**src/rtl/add_seq_pkg.sv**
```systemverilog
// add_seq_pkg: shared FSM encoding, nibble width and index-width helper for add_seq_ctrl
package add_seq_pkg;
    typedef enum logic [1:0] {IDLE = 2'd0, RUN = 2'd1, DONE = 2'd2} state_t;
    localparam int NIBBLE_W = 4;
    function automatic int idx_w(input int n);
        return (n > 1) ? $clog2(n) : 1;
    endfunction
endpackage

```
**src/rtl/add_seq_ctrl_if.sv**
```systemverilog
// add_seq_ctrl_if: operand/result handshake bundle for add_seq_ctrl
//   master: operand source + result consumer (drives in_valid, a, b, c_in, [sub], out_ready)
//   slave : the sequencer (drives in_ready, out_valid, sum, c_out, busy)
//   sub exists only when ADD_SEQ_SUB_EN is defined
interface add_seq_ctrl_if #(parameter int WIDTH = 16);
    logic             in_valid;
    logic             in_ready;
    logic [WIDTH-1:0] a;
    logic [WIDTH-1:0] b;
    logic             c_in;
`ifdef ADD_SEQ_SUB_EN
    logic             sub;
`endif
    logic             out_valid;
    logic             out_ready;
    logic [WIDTH-1:0] sum;
    logic             c_out;
    logic             busy;
    modport master (
        output in_valid, a, b, c_in,
`ifdef ADD_SEQ_SUB_EN
        output sub,
`endif
        output out_ready,
        input  in_ready, out_valid, sum, c_out, busy
    );
    modport slave (
        input  in_valid, a, b, c_in,
`ifdef ADD_SEQ_SUB_EN
        input  sub,
`endif
        input  out_ready,
        output in_ready, out_valid, sum, c_out, busy
    );
endinterface

```
**src/rtl/add_4bit.sv**
```systemverilog
// add_4bit: 4-bit carry-lookahead adder slice
//   a, b : 4-bit operands    ci : carry in
//   s    : 4-bit sum         co : carry out
module add_4bit (
    input  logic [3:0] a,
    input  logic [3:0] b,
    input  logic       ci,
    output logic [3:0] s,
    output logic       co
);
    logic [3:0] g;
    logic [3:0] p;
    logic [3:1] c;
    assign g = a & b;
    assign p = a ^ b;
    assign c[1] = g[0] | (p[0] & ci);
    assign c[2] = g[1] | (p[1] & g[0]) | (p[1] & p[0] & ci);
    assign c[3] = g[2] | (p[2] & g[1]) | (p[2] & p[1] & g[0]) | (p[2] & p[1] & p[0] & ci);
    assign co   = g[3] | (p[3] & g[2]) | (p[3] & p[2] & g[1]) | (p[3] & p[2] & p[1] & g[0])
                | (p[3] & p[2] & p[1] & p[0] & ci);
    assign s = p ^ {c[3:1], ci};
endmodule

```
**src/rtl/add_seq_ctrl.sv**
```systemverilog
// add_seq_ctrl: WIDTH-bit adder time-sharing one add_4bit slice, one nibble per cycle, LSB nibble first
//   clk, rst_n : clock, asynchronous active-low reset
//   bus        : add_seq_ctrl_if.slave (operand handshake in, result handshake out, busy)
//   ADD_SEQ_SUB_EN : when defined, bus.sub selects a-b (b inverted, initial carry forced to 1)
module add_seq_ctrl #(parameter int WIDTH = 16) (
    input  logic          clk,
    input  logic          rst_n,
    add_seq_ctrl_if.slave bus
);
    import add_seq_pkg::*;

    localparam int NIBBLES = WIDTH / NIBBLE_W;
    localparam int IDX_W   = idx_w(NIBBLES);

    state_t             state_q, state_d;
    logic [WIDTH-1:0]   a_q, a_d;
    logic [WIDTH-1:0]   b_q, b_d;
    logic [WIDTH-1:0]   sum_sh_q, sum_sh_d;
    logic [WIDTH-1:0]   sum_q, sum_d;
    logic               carry_q, carry_d;
    logic               c_out_q, c_out_d;
    logic [IDX_W-1:0]   idx_q, idx_d;
    logic [NIBBLE_W-1:0] nib_s;
    logic               nib_c;
    logic [WIDTH-1:0]   b_in;
    logic               c_init;

`ifdef ADD_SEQ_SUB_EN
    assign b_in   = bus.sub ? ~bus.b : bus.b;
    assign c_init = bus.sub | bus.c_in;
`else
    assign b_in   = bus.b;
    assign c_init = bus.c_in;
`endif

    add_4bit u_slice (
        .a  (a_q[NIBBLE_W-1:0]),
        .b  (b_q[NIBBLE_W-1:0]),
        .ci (carry_q),
        .s  (nib_s),
        .co (nib_c)
    );

    always_comb begin
        state_d  = state_q;
        a_d      = a_q;
        b_d      = b_q;
        sum_sh_d = sum_sh_q;
        sum_d    = sum_q;
        carry_d  = carry_q;
        c_out_d  = c_out_q;
        idx_d    = idx_q;
        case (state_q)
            IDLE: if (bus.in_valid) begin
                a_d     = bus.a;
                b_d     = b_in;
                carry_d = c_init;
                idx_d   = '0;
                state_d = RUN;
            end
            RUN: begin
                // new nibble enters at the top so nibble 0 lands at [3:0] after NIBBLES shifts
                sum_sh_d = (sum_sh_q >> NIBBLE_W) | (WIDTH'(nib_s) << (WIDTH - NIBBLE_W));
                a_d      = a_q >> NIBBLE_W;
                b_d      = b_q >> NIBBLE_W;
                carry_d  = nib_c;
                idx_d    = idx_q + IDX_W'(1);
                if (idx_q == IDX_W'(NIBBLES - 1)) begin
                    state_d = DONE;
                    sum_d   = sum_sh_d;
                    c_out_d = nib_c;
                end
            end
            DONE: if (bus.out_ready) state_d = IDLE;
            default: state_d = IDLE;
        endcase
    end

    always_ff @(posedge clk or negedge rst_n) begin
        if (!rst_n) begin
            state_q  <= IDLE;
            a_q      <= '0;
            b_q      <= '0;
            sum_sh_q <= '0;
            sum_q    <= '0;
            carry_q  <= 1'b0;
            c_out_q  <= 1'b0;
            idx_q    <= '0;
        end else begin
            state_q  <= state_d;
            a_q      <= a_d;
            b_q      <= b_d;
            sum_sh_q <= sum_sh_d;
            sum_q    <= sum_d;
            carry_q  <= carry_d;
            c_out_q  <= c_out_d;
            idx_q    <= idx_d;
        end
    end

    assign bus.in_ready  = (state_q == IDLE);
    assign bus.out_valid = (state_q == DONE);
    assign bus.busy      = (state_q == RUN);
    assign bus.sum       = sum_q;
    assign bus.c_out     = c_out_q;
endmodule
```
**src/flat_wrapper.sv**
```systemverilog
// flat-port wrapper written by rule: the top's interface ports become plain ports
module add_seq_ctrl_flat import add_seq_pkg::*;
#(parameter int WIDTH = 16)
  (clk, rst_n, bus_in_valid, bus_a, bus_b, bus_c_in, bus_out_ready, bus_in_ready, bus_out_valid, bus_sum, bus_c_out, bus_busy);
  add_seq_ctrl_if #(.WIDTH(WIDTH)) bus_i ();
  input  logic clk;
  input  logic rst_n;
  input wire logic [$bits(bus_i.in_valid)-1:0] bus_in_valid;
  input wire logic [$bits(bus_i.a)-1:0] bus_a;
  input wire logic [$bits(bus_i.b)-1:0] bus_b;
  input wire logic [$bits(bus_i.c_in)-1:0] bus_c_in;
  input wire logic [$bits(bus_i.out_ready)-1:0] bus_out_ready;
  output wire logic [$bits(bus_i.in_ready)-1:0] bus_in_ready;
  output wire logic [$bits(bus_i.out_valid)-1:0] bus_out_valid;
  output wire logic [$bits(bus_i.sum)-1:0] bus_sum;
  output wire logic [$bits(bus_i.c_out)-1:0] bus_c_out;
  output wire logic [$bits(bus_i.busy)-1:0] bus_busy;
  assign bus_i.in_valid = bus_in_valid;
  assign bus_i.a = bus_a;
  assign bus_i.b = bus_b;
  assign bus_i.c_in = bus_c_in;
  assign bus_i.out_ready = bus_out_ready;
  assign bus_in_ready = bus_i.in_ready;
  assign bus_out_valid = bus_i.out_valid;
  assign bus_sum = bus_i.sum;
  assign bus_c_out = bus_i.c_out;
  assign bus_busy = bus_i.busy;
  add_seq_ctrl #(.WIDTH(WIDTH)) u_core (.clk(clk), .rst_n(rst_n), .bus(bus_i));
endmodule
```
**config.mk**
```make
export PLATFORM = sky130hd
export DESIGN_NAME = add_seq_ctrl_flat
export DESIGN_NICKNAME = d
export VERILOG_FILES = /design/src/rtl/add_seq_pkg.sv /design/src/rtl/add_seq_ctrl_if.sv /design/src/rtl/add_4bit.sv /design/src/rtl/add_seq_ctrl.sv /design/src/flat_wrapper.sv
export SDC_FILE = /design/constraint.sdc
export NUM_CORES = 1
export LEC_CHECK = 0
export BUFFER_PORTS_ARGS = -buffer_cell sky130_fd_sc_hd__buf_2
export CORE_MARGIN = 5
export CORE_UTILIZATION = 55
export DETAILED_ROUTE_END_ITERATION = 10
export PLACE_DENSITY_LB_ADDON = 0.15
export SETUP_SLACK_MARGIN = 0.05
export SYNTH_ARGS = -nofsm -noshare
export SYNTH_HDL_FRONTEND = slang
export SYNTH_SLANG_ARGS = --single-unit
```
**constraint.sdc**
```tcl
create_clock -name clk -period 1.63 [get_ports clk]
set_input_delay 0 -clock clk [delete_from_list [all_inputs] [get_ports clk]]
set_output_delay 0 -clock clk [all_outputs]
set_load 0.01 [all_outputs]
```
### Word-level counts from Yosys, hierarchy flattened

Index checks and enable logic that the tools add are counted.

| word-level totals | value |
|---|---|
| output and inout bits | 20 |
| logic and storage cells | 62 |
| flip-flop bits (word level) | 70 |
| bits of input ports | 37 |

| operators by class | value |
|---|---|
| bitwise operators | 30 |
| add/sub/neg operators | 1 |
| equal/unequal tests | 6 |
| multiplexer cells | 12 |
| reductions and logical operators | 5 |

Operators by type and width:

| cell | number |
|---|---|
| 16-bit one-hot mux with 2 select lines | 2 |
| 16-bit two-way mux | 2 |
| 1-bit AND | 16 |
| 12-bit by 16-bit bitwise OR with 16-bit output | 1 |
| 1-bit bitwise OR | 10 |
| 2-bit two-way mux | 4 |
| 4-bit bitwise XOR | 2 |
| 2-bit one-hot mux with 3 select lines | 1 |
| 4-bit AND | 1 |
| 2-bit equality test (second input constant) | 2 |
| 2-bit inequality test (second input constant) | 2 |
| 2-bit one-hot mux with 2 select lines | 1 |
| 2-bit AND reduction | 2 |
| 3-bit AND reduction | 1 |
| 2-bit by 1-bit adder with 2-bit output (second input constant) | 1 |
| 2-bit by 1-bit equality test with 1-bit output (second input constant) | 1 |
| 2-bit zero test | 1 |
| 2-bit by 1-bit inequality test with 1-bit output (second input constant) | 1 |
| 1-bit one-hot mux with 2 select lines | 1 |
| 2-bit nonzero test | 1 |
| 1-bit two-way mux | 1 |

### Depth between registers and ports, before layout

| logic depth | value |
|---|---|
| depth in word-level cells | 7 |
| gate-level depth with buffers | 7 |
| gate-level depth less buffers | 4 |

### Cells and area by module

From an unflattened synthesis, not the netlist that was laid out.

| unflattened totals | value |
|---|---|
| cell total of the unflattened synthesis | 255 |
| area total of the unflattened synthesis | 2866.5 µm² |

By module, submodules not included:

| module | area each (µm²) | cells an instance | instances | sequential area each (µm²) |
|---|---|---|---|---|
| add_seq_ctrl | 2718.9 | 238 | 1 | 1651.6 |
| add_4bit | 147.6 | 17 | 1 | 0.0 |

### Worst setup path after synthesis

Ideal clock, no wire load.

| timing | value |
|---|---|
| path type | flip-flop to flip-flop |
| start | register u_core.b_q[0] |
| end | register u_core.sum_q[14] (netlist: u_core.bus.sum[14]) |
| path buffers | 0 |
| arrival time | 1.261 ns |
| cell stages (with the launch flop) | 5 |
| required time | 1.505 ns |
| setup time | 0.125 ns |
| setup slack | 0.243 ns |
| cell sequence | dfrtp_1 > ha_1 > a211oi_1 > o21ba_2 > o31ai_1 |

| between the ends | value |
|---|---|
| cells in the longest elaborated chain, start to end | 6 |

RTL lines:

| item | line | source |
|---|---|---|
| start: declaration | add_seq_ctrl.sv:17 | `logic [WIDTH-1:0] b_q, b_d;` |
| start signal: assignment | add_seq_ctrl.sv:83 | `b_q <= '0;` |
| start signal: assignment | add_seq_ctrl.sv:92 | `b_q <= b_d;` |
| 4-bit AND or 4-bit bitwise XOR (tied branches) | add_4bit.sv:14, add_4bit.sv:15 |  |
| 1-bit AND | add_4bit.sv:17 | `assign c[2] = g[1] \| (p[1] & g[0]) \| (p[1] & p[0] & ci);` |
| 1-bit bitwise OR or 1-bit AND (tied branches) | add_4bit.sv:17 |  |
| 1-bit bitwise OR * | add_4bit.sv:17 |  |
| 4-bit bitwise XOR * | add_4bit.sv:21 | `assign s = p ^ {c[3:1], ci};` |
| 12-bit by 16-bit bitwise OR with 16-bit output * | add_seq_ctrl.sv:63 | `sum_sh_d = (sum_sh_q >> NIBBLE_W) \| (WIDTH'(nib_s) << (WIDTH - NIBBLE_W));` |
| end signal: assignment | add_seq_ctrl.sv:94 | `sum_q <= sum_d;` |
| end: declaration | add_seq_ctrl.sv:19 | `logic [WIDTH-1:0] sum_q, sum_d;` |

Every way passes the cells marked *; elsewhere a longest branch is shown, timed or not.
A chain may end at the register's enable or synchronous reset.

### Worst setup path after layout

| timing | value |
|---|---|
| start | register u_core.state_q[0] |
| end | register u_core.carry_q |

| between the ends | value |
|---|---|
| cells in the longest elaborated chain, start to end | 3 |

RTL lines:

| item | line | source |
|---|---|---|
| start: declaration | add_seq_ctrl.sv:15 | `state_t state_q, state_d;` |
| start signal: assignment | add_seq_ctrl.sv:90 | `state_q <= state_d;` |
| 2-bit by 1-bit equality test with 1-bit output or 2-bit zero test (tied branches) | add_seq_ctrl.sv:53 | `case (state_q)` |
| 2-bit nonzero test (no source line) or 2-bit inequality test (tied branches) | - |  |
| 2-bit AND reduction (no source line) | - |  |
| end signal: assignment | add_seq_ctrl.sv:95 | `carry_q <= carry_d;` |
| end: declaration | add_seq_ctrl.sv:20 | `logic carry_q, carry_d;` |

Several ways; a longest one is shown, not always the timed one.

==> results_dict.tcl <==
set metrics [dict create \
    critPathRequiredTime_ns 1.81 \
    grt_setup_unrepaired "no" \
    final.period_utilization_pct 89.9 \
    clock_skew_ns 0.00699 \
    worstHoldPathCells 3 \
    grt_antenna_before_repair 0 \
    yosysSeqAreaShare_pct 53.4 \
    portBuffers 56 \
    slew_headroom_pct 49.7 \
    power_density_mw_per_mm2 1780 \
    synthDistinctLibCells 34 \
    coreArea_mm2 0.00547 \
    gp_congestion 0.858 \
    row_count 27 \
    drive_above_1_share_pct 27.0 \
    final_common_cell "dfrtp_1" \
    whs_endpoint "u_core.a_q[13]" \
    globalRouteOverflowTotal 0 \
    grt_pass1_wl_mm 11.7 \
    cts.path.max_buffers 2 \
    syn_area_per_cell_um2 10.8 \
    period_minus_slack_ns 1.47 \
    ant_nets 0 \
    finalNetCount 420 \
    synth_nets 329 \
    cp_slowest_stage_delay_ns 0.64 \
    leakagePower_uw 0.00191 \
    diodes 0 \
    synth_edf_count 0 \
    num_io_pins 57 \
    cts_buffers 9 \
    routed_via_density 5.35 \
    reg2reg_depth 2 \
    drcViolationCount 0 \
    worst_path_max_delay_cell "o21bai_2" \
    root_buffer "clkbuf_8" \
    die-area_mm2 0.00722 \
    area_growth_pct 27.9 \
    via_count 2425 \
    syn_inst 286 \
    clk_latency_ns 0.33 \
    grt_max_degree 67 \
    path_class "register to register" \
    maxClockFrequency_mhz 682 \
    stdcell_count 453 \
    cp_cell_sequence "o21bai_2 -> a221oi_1" \
    post-dp-hpwl_mm 4.41 \
    setup_tns_ns 0 \
    synth_seq_cells 66 \
    end_kind "register" \
    rrSetupSlack_ns 0.16 \
    syn_area_mm2 0.00309 \
    wirelength_mm 6.82 \
    cts_sinks 66 \
    drt_iter0_drc 154 \
    worst_slew_pin_slew_ns 0.753 \
    hp-class "input pin to register" \
    timing.rr.end "u_core.carry_q" \
    die_y_um 85.0 \
    grtUsageTotal_pct 20.2 \
    avgRoutedWirePerCell_um 15.1 \
    initial_core_util_pct 56.5 \
    crit_fanout 18 \
    final_cell_mix "65 x dfrtp_1, 56 x buf_2, 46 x nand2_1, 34 x dlygate4sd3_1, 25 x o21ai_0" \
    outcome "finished clean" \
    path_clk_slew_ns 0.07 \
    chipWidth_um 85.0 \
    dr.pass1.iters 4 \
    ys_warn_count 0 \
    synth_ff_type "dfrtp_1" \
    cap_violations 0 \
    critPathArrivalTime_ns 1.64 \
    cp-start-kind "register" \
    slew_violations 0 \
    r2r-start "u_core.state_q[0]" \
    grt_pass1_vias 2458 \
    post-place-cells 404 \
    hp-start "bus_a[13]" \
    htreeDepth 3 \
    vdd_drop_max_mv 0.903 \
    finalHoldViolations 0 \
    finalSetupViolations 0 \
    cts_tree "built" \
    ys_async_sr_fraction_pct 100 \
]
report_power, final:
group | internal [µW] | total, µW | switching (µW)
Clock | 736 | 1300 | 568
Combinational | 1340 | 2910 | 1560
Sequential | 2340 | 2830 | 496
how the worst max path moves through the flow:
stage,from,end,slack [ns],depth (start not counted)
finish,u_core.state_q[0],u_core.carry_q,0.16,2
CTS,u_core.state_q[1],bus_busy,0.11,3
detailed placement,u_core.b_q[0],u_core.sum_sh_q[15],0.14,4
global placement,u_core.b_q[0],u_core.sum_sh_q[14],0.15,4
global route,u_core.state_q[0],u_core.carry_q,0.07,2
floorplan,u_core.b_q[0],u_core.bus.sum[14],0.24,4
synthesized netlist by cell type, drive strengths merged, types with 2 or more instances:
cell type | count | area share [%]
nor2b | 20 | 4.0
ha | 5 | 2.0
o21ai | 34 | 5.5
a22o | 6 | 1.7
a21oi | 22 | 3.6
mux2 | 12 | 5.6
inv | 7 | 0.93
nand2 | 46 | 5.6
a211oi | 2 | 0.49
o31ai | 4 | 0.97
dfrtp | 66 | 53
clkbuf | 3 | 0.36
nor2 | 5 | 0.61
buf | 17 | 4.4
a22oi | 24 | 6.3
logic make-up after synthesis:
kind of cell | after synthesis | synth area share [%]
adders and majority gates | 6 | 2.67
buffers and inverters | 27 | 5.66
muxes | 12 | 5.58
DFF | 66 | 53.4
xor gates and xnor gates | 1 | 0.283
AOI/OAI and AO/OA | 99 | 20.5
and+or+nand+nor | 75 | 11.9
state kept, by name (all words and copies together), names as in the netlist:
signal and count:
u_core.a_q 16, u_core.b_q 16, u_core.bus.c_out 1, u_core.bus.sum 16, u_core.carry_q 1, u_core.idx_q 2
u_core.state_q 2, u_core.sum_sh_q 12
per-stage QoR:
stage | setup WS (ns) | cell area, µm² | hold WS, ns | util (%) | power, µW
after floorplan | 0.243 | 3090 | -0.296 | - | 4970
after global placement | 0.147 | 3420 | 0.0483 | 62.4 | 5570
after detailed placement | 0.140 | 3420 | 0.0456 | 62.4 | 5680
after CTS | 0.111 | 3950 | 0.0145 | 72.1 | 7070
after global routing | 0.0718 | 3960 | 0.0412 | 72.3 | 7600
final | 0.164 | 3960 | 0.00914 | 72.3 | 7040
timing repair:
item,CTS,global route
pin swaps,0,0
buffers inserted,0,0
endpoints found under the hold margin,99,0
gates resized for setup,1,4
hold buffers,34,0
endpoints found under the setup margin,1,11
worst max-delay path, delay by kind of cell, from the launching register on:
kind / cells / cell delay, ns
compound gates: 2 / 0.84
flops: 1 / 0.48
routing by layer:
| metal | GRT usage (%) | wire length [µm] |
|---|---|---|
| met4 | 9.93 | 209 |
| met5 | 0 | 0 |
| met1 | 27.2 | 3120 |
| met3 | 3.30 | 283 |
| met2 | 31.6 | 3210 |
final cells by class:
type	instances	area (µm²)
flip-flops and latches	66	1650
fillers	415	1520
multi-input cells	193	1270
repair buffers	100	721
clock buffers	12	145
well taps	72	90.1
clock inverters	3	40.0
inverters	7	33.8
(Power assumes the default switching activity.)
